$ cat src/rtl/spike_input_encoder.sv
// Rate-coded spike encoder: scans input pixels against an LFSR sample and pushes the
// indices of spiking inputs into the input-spike FIFO.
module spike_input_encoder #(
  parameter int unsigned M          = 8,
  parameter int unsigned INPUT_RESO = 8,
  parameter logic [7:0]  LFSR_SEED  = 8'hA5
) (
  input  logic                  CLK,
  input  logic                  RSTN,
  input  logic                  start_i,
  input  logic                  next_tick_i,
  input  logic [M-1:0]          last_idx_i,
  output logic                  pix_req_o,
  output logic [M-1:0]          pix_addr_o,
  input  logic [INPUT_RESO-1:0] pix_data_i,
  output logic                  FIFO_w_en_o,
  output logic [M-1:0]          FIFO_w_data_o,
  input  logic                  FIFO_full_i,
  output logic                  spikecore_done_o,
  output logic                  busy_o,
  output logic [M:0]            spike_count_o
);

  typedef enum logic [2:0] {
    StIdle,
    StFetch,
    StCompare,
    StPush,
    StNext,
    StDone
  } state_e;

  localparam logic [M:0] CntMax = {1'b1, {M{1'b0}}};

  state_e       state_q, state_d;
  logic [M-1:0] idx_q, idx_d;
  logic [M:0]   cnt_q, cnt_d;
  logic [7:0]   lfsr_q, lfsr_d;
  logic         start_q;
  logic         trigger;
  logic [7:0]   lfsr_next;

  // Rising start level or a tick while enabled both launch a scan.
  assign trigger   = start_i && (!start_q || next_tick_i);
  assign lfsr_next = {lfsr_q[6:0], lfsr_q[7] ^ lfsr_q[5] ^ lfsr_q[4] ^ lfsr_q[3]};

  always_ff @(posedge CLK or negedge RSTN) begin
    if (!RSTN) begin
      state_q <= StIdle;
      idx_q   <= '0;
      cnt_q   <= '0;
      lfsr_q  <= LFSR_SEED;
      start_q <= 1'b0;
    end else begin
      state_q <= state_d;
      idx_q   <= idx_d;
      cnt_q   <= cnt_d;
      lfsr_q  <= lfsr_d;
      start_q <= start_i;
    end
  end

  always_comb begin
    state_d = state_q;
    idx_d   = idx_q;
    cnt_d   = cnt_q;
    lfsr_d  = lfsr_q;
    unique case (state_q)
      StIdle: begin
        if (trigger) begin
          idx_d   = '0;
          cnt_d   = '0;
          state_d = StFetch;
        end
      end
      StFetch: state_d = StCompare;
      StCompare: begin
        lfsr_d  = lfsr_next;
        state_d = (pix_data_i >= lfsr_q) ? StPush : StNext;
      end
      StPush: begin
        // Hold here while the FIFO is full so no spike is dropped.
        if (!FIFO_full_i) begin
          if (cnt_q != CntMax) cnt_d = cnt_q + 1'b1;
          state_d = StNext;
        end
      end
      StNext: begin
        if (idx_q == last_idx_i) begin
          state_d = StDone;
        end else begin
          idx_d   = idx_q + 1'b1;
          state_d = StFetch;
        end
      end
      StDone: begin
        if (!start_i) begin
          state_d = StIdle;
        end else if (next_tick_i) begin
          idx_d   = '0;
          cnt_d   = '0;
          state_d = StFetch;
        end
      end
      default: state_d = StIdle;
    endcase
  end

  always_comb begin
    pix_req_o        = 1'b0;
    pix_addr_o       = '0;
    FIFO_w_en_o      = 1'b0;
    FIFO_w_data_o    = '0;
    spikecore_done_o = 1'b0;
    busy_o           = 1'b0;
    spike_count_o    = cnt_q;
    unique case (state_q)
      StFetch: begin
        pix_req_o  = 1'b1;
        pix_addr_o = idx_q;
        busy_o     = 1'b1;
      end
      StCompare: busy_o = 1'b1;
      StPush: begin
        busy_o = 1'b1;
        if (!FIFO_full_i) begin
          FIFO_w_en_o   = 1'b1;
          FIFO_w_data_o = idx_q;
        end
      end
      StNext: busy_o = 1'b1;
      StDone: spikecore_done_o = 1'b1;
      default: ;
    endcase
  end

endmodule
$ cat config.mk
export PLATFORM = sky130hd
export DESIGN_NAME = spike_input_encoder
export DESIGN_NICKNAME = d
export VERILOG_FILES = /design/src/rtl/spike_input_encoder.sv
export SDC_FILE = /design/constraint.sdc
export NUM_CORES = 1
export LEC_CHECK = 0
export ABC_AREA = 1
export BUFFER_PORTS_ARGS = -buffer_cell sky130_fd_sc_hd__buf_2
export CAP_MARGIN = 5
export CORE_MARGIN = 2
export CORE_UTILIZATION = 45
export DETAILED_ROUTE_END_ITERATION = 10
export PLACE_DENSITY = 0.71
export SLEW_MARGIN = 20
export SYNTH_ARGS = -nofsm -noshare
export SYNTH_HDL_FRONTEND = slang
export SYNTH_SLANG_ARGS = --single-unit
$ cat constraint.sdc
create_clock -name CLK -period 1.7 [get_ports CLK]
set_clock_uncertainty 0.1 [all_clocks]
set_input_delay 0 -clock CLK [delete_from_list [all_inputs] [get_ports CLK]]
set_output_delay 0 -clock CLK [all_outputs]
set_load 0.03 [all_outputs]
==> metrics.md <==
| Metric | Value |
|---|---|
| Outcome | completed |
| CP Cell Sequence | inv_2, nand3_1, nand2_1, nor2_2, nor3_4, nand2_2, nand2_1, nand2_1 |
| RD Place Congestion | approximately 0.84 |
| Mean routed wirelength per cell | 11.72 microns |
| Detailed Route WL | 5297 microns |
| GRT overflow | 0 |
| Post-route ant nets | 0 |
| DRT Pass-1 Iters | 4 |
| DRC viols | 0 |
| Startpoint types | flip-flop |
| Crit path buffers/inverters | 1 |
| CP Max Fanout | 4 |
| Syn Std Cell Area | approximately 2100 sq um |
| Final period util | 99.97% |
| Top-level I/O count | 50 |
| H-tree Lvls | 2 |
| Critical Path AT | about 1800 ps |
| Full die area | approximately 5300 sq um |
| Synthesized flop and latch total | 29 |
| Setup ws final | 0.4883 ps |
| Total GRT Usage | ~20% |
| Port bufs | 49 |
| Num CTS Buffers | 5 |
| Hold WC Path Type | input port to async pin |
| Worst-path clk slew | 60 ps |
| Final setup fails | 0 |
| Placement Rows | 24 |
| Worst EP required | roughly 1800 ps |
| Detailed Place HPWL | 3604 microns |
| Vias per Instance | 4.812 |
| Max VDD drop | 0.7702 mV |
| Relative slew margins | 55.95% |
| R2r setup slk | slightly below 0.5 ps |
| Most numerous cell on the critical path | nand2_1 |
| CP top delay family | simple AND/OR/NAND/NOR gates |
| Die Y-Extent | 72.55 microns |
| Pin count of the biggest net entering global routing | 30 |
| Slew @ Worst Pin | 660.8 ps |
| Pwr Total | 3.159 mW |
| Achievable clock frequency | approximately 590 MHz |
| Hold Fails Final Rpt | 0 |
| Post-Syn Instances | between 300 and 400 |
| Max incr delay on CP | 410 ps |
| Antenna violations before repair | 0 |
| Layout cell share with drive strength beyond 1 | between 30% and 40% |
| CTS root buf | clkbuf_8 |
| P per Cell Area | 1070 nW/um^2 |
| Vias in the first global route | ~1,900 |
| Max cap viols | 0 |
| Distinct cells, synth | 32 |
| Period minus WS final | 1700 ps |
| Synth-to-Final Area Change | 39.64% |
| First-pass GRT wire length | 8307 microns |
| Final nets | roughly 430 |
| Post-synthesis net count | 348 |
| Fin area | about 3000 sq um |
| Clock Latency Late Sink | 280 ps |
| Kind of critical path | flip-flop to flip-flop |
| Clock Tree Buf Depth | 2 |
| Sequential area share after synthesis | 34.56% |
| Place WS | between 40 and 50 ps |
| Via count | 2,175 |
| Post-synthesis average cell area | ~6.7 sq um |
| Initial Util | between 40% and 50% |
| Area of the core | about 4400 sq um |
| # diodes | 0 |
| Initial DRC count | 105 |
| CTS tree | built |
| Static Leak | between 1.5 and 2 nW |
| Placed inst area | 2542 sq um |
| Die Width | 72.55 microns |
| YS warnings | 0 |
| Clock Sinks | 29 |
| Slew Limit Fails | 0 |
| Utilization after layout | about two thirds |
| Crit end category | flip-flop |
| Slowest stage cell, crit path | dfrtp_1 |
| RSZ-0062 raised after global routing | yes |
## cell type report
cell class | count | area [sq um]
Fill cell | 371 | 1491
Multi-Input combinational cell | 233 | 1344
Sequential cell | 29 | 733.2
Timing Repair Buffer | 78 | 525.5
Inverter | 52 | 205.2
Clock buffer | 8 | 80.08
Tap cell | 52 | 65.06
## path summary, 6_finish.rpt
| check | from | depth (start not counted) | end |
|---|---|---|---|
| setup / recovery | state_q[1] | 8 | spike_count_o[0] |
| hold / removal | RSTN | 2 | lfsr_q[6] |
| setup reg to reg | state_q[1] | 8 | spike_count_o[0] |
| hold reg to reg | lfsr_q[6] | 2 | lfsr_q[7] |
| max in group asynchronous | RSTN | 2 | state_q[0] |
| min in group CLK | last_idx_i[7] | 8 | state_q[2] |
## cell families (layout without fill, tap and decap cells)
group / Yosys count / count (layout) / share of synthesized area (%)
and+or+nand+nor: 188 / 190 / 38.70
buffers and inverters: 56 / 138 / 10.24
DFF: 29 / 29 / 34.56
AOI/OAI and AO/OA: 20 / 20 / 5.029
xor gates and xnor gates: 12 / 12 / 4.970
adders and majority gates: 11 / 11 / 6.509
## report_power, final
group | total [mW] | internal, mW | switching, mW
clock | 0.536 | 0.290 | 0.246
combinational | 1.80 | 0.651 | 1.15
sequential | 0.825 | 0.752 | 0.0727
total | 3.16 | 1.69 | 1.47
## per-layer routing
metal	vias up	track usage (%)	routed length, microns
met2	60	32.93	2596
met5	-	0	0
li1	1137	-	-
met4	0	6.173	55
met1	969	26.06	2385
met3	9	4.722	260
## through the flow
| step | setup TNS, ps | hold slack [ps] | cells |
|---|---|---|---|
| 2_1_floorplan | -558.2 | -395.6 | 316 |
| 3_3_place_gp | 0 | -28.55 | 428 |
| 3_5_place_dp | 0 | -24.78 | 428 |
| 4_1_cts | 0 | 180.4 | 442 |
| 5_1_grt | -918.2 | 229.1 | 452 |
| 6_report | 0 | 187.3 | 452 |
## placed cells by master (no fill, tap or decap), drive strengths merged, types with 4 or more instances in the layout
cell type and count:
a21oi 4, buf 70, clkbuf 12, dfrtp 25, dfstp 4, dlygate4sd3 4, ha 11, inv 51
nand2 107, nand3 23, nand4 4, nor2 48, nor3 4, o21ai 15, xnor2 4, xor2 8
## Yosys cell counts
cell type / count / area (sq um)
a21oi_1: 3 / 15.01
a21oi_2: 1 / 8.760
buf_2: 2 / 10.01
buf_4: 1 / 7.510
clkbuf_1: 1 / 3.750
clkinv_1: 1 / 3.750
dfrtp_1: 25 / 625.6
dfstp_2: 4 / 105.1
ha_1: 11 / 137.6
inv_1: 48 / 180.2
inv_2: 3 / 11.26
nand2_1: 101 / 379.1
nand2_2: 3 / 18.77
nand2_4: 1 / 11.26
nand3_1: 23 / 115.1
nand3b_1: 1 / 7.510
nand4_1: 3 / 18.77
nand4_2: 1 / 12.51
nor2_1: 46 / 172.7
nor2_2: 1 / 6.260
nor2_8: 1 / 20.02
nor3_1: 2 / 10.01
nor3_2: 1 / 10.01
nor3_4: 1 / 16.27
nor3b_1: 1 / 7.510
nor4_1: 1 / 6.260
o21a_1: 1 / 7.510
o21ai_0: 12 / 60.06
o21ai_1: 3 / 15.01
or2_2: 1 / 6.260
xnor2_1: 4 / 35.03
xor2_1: 8 / 70.07
## timing repair
| action | in CTS | in global routing |
|---|---|---|
| pin swaps | 1 | 14 |
| hold buffers | 4 | 0 |
| setup endpoints to repair | 16 | 37 |
| gates resized for setup | 12 | 45 |
| endpoints found under the hold margin | 29 | 0 |
| buffers inserted | 2 | 8 |
| cloned | 0 | 2 |
## sequential cells by signal, summed over array words and instances (netlist names)
signal         cells
spike_count_o      9
idx_q              8
lfsr_q             8
state_q            3
start_q            1
## worst reg2reg max path, delay by kind of cell (launching register included)
| kind | cells | cell delay, ps |
|---|---|---|
| flip-flops | 1 | 410 |
| AND/OR/NAND/NOR | 7 | 950 |
| buffers and inverters | 1 | 140 |
Note: power is estimated with default switching activity, not from simulation.
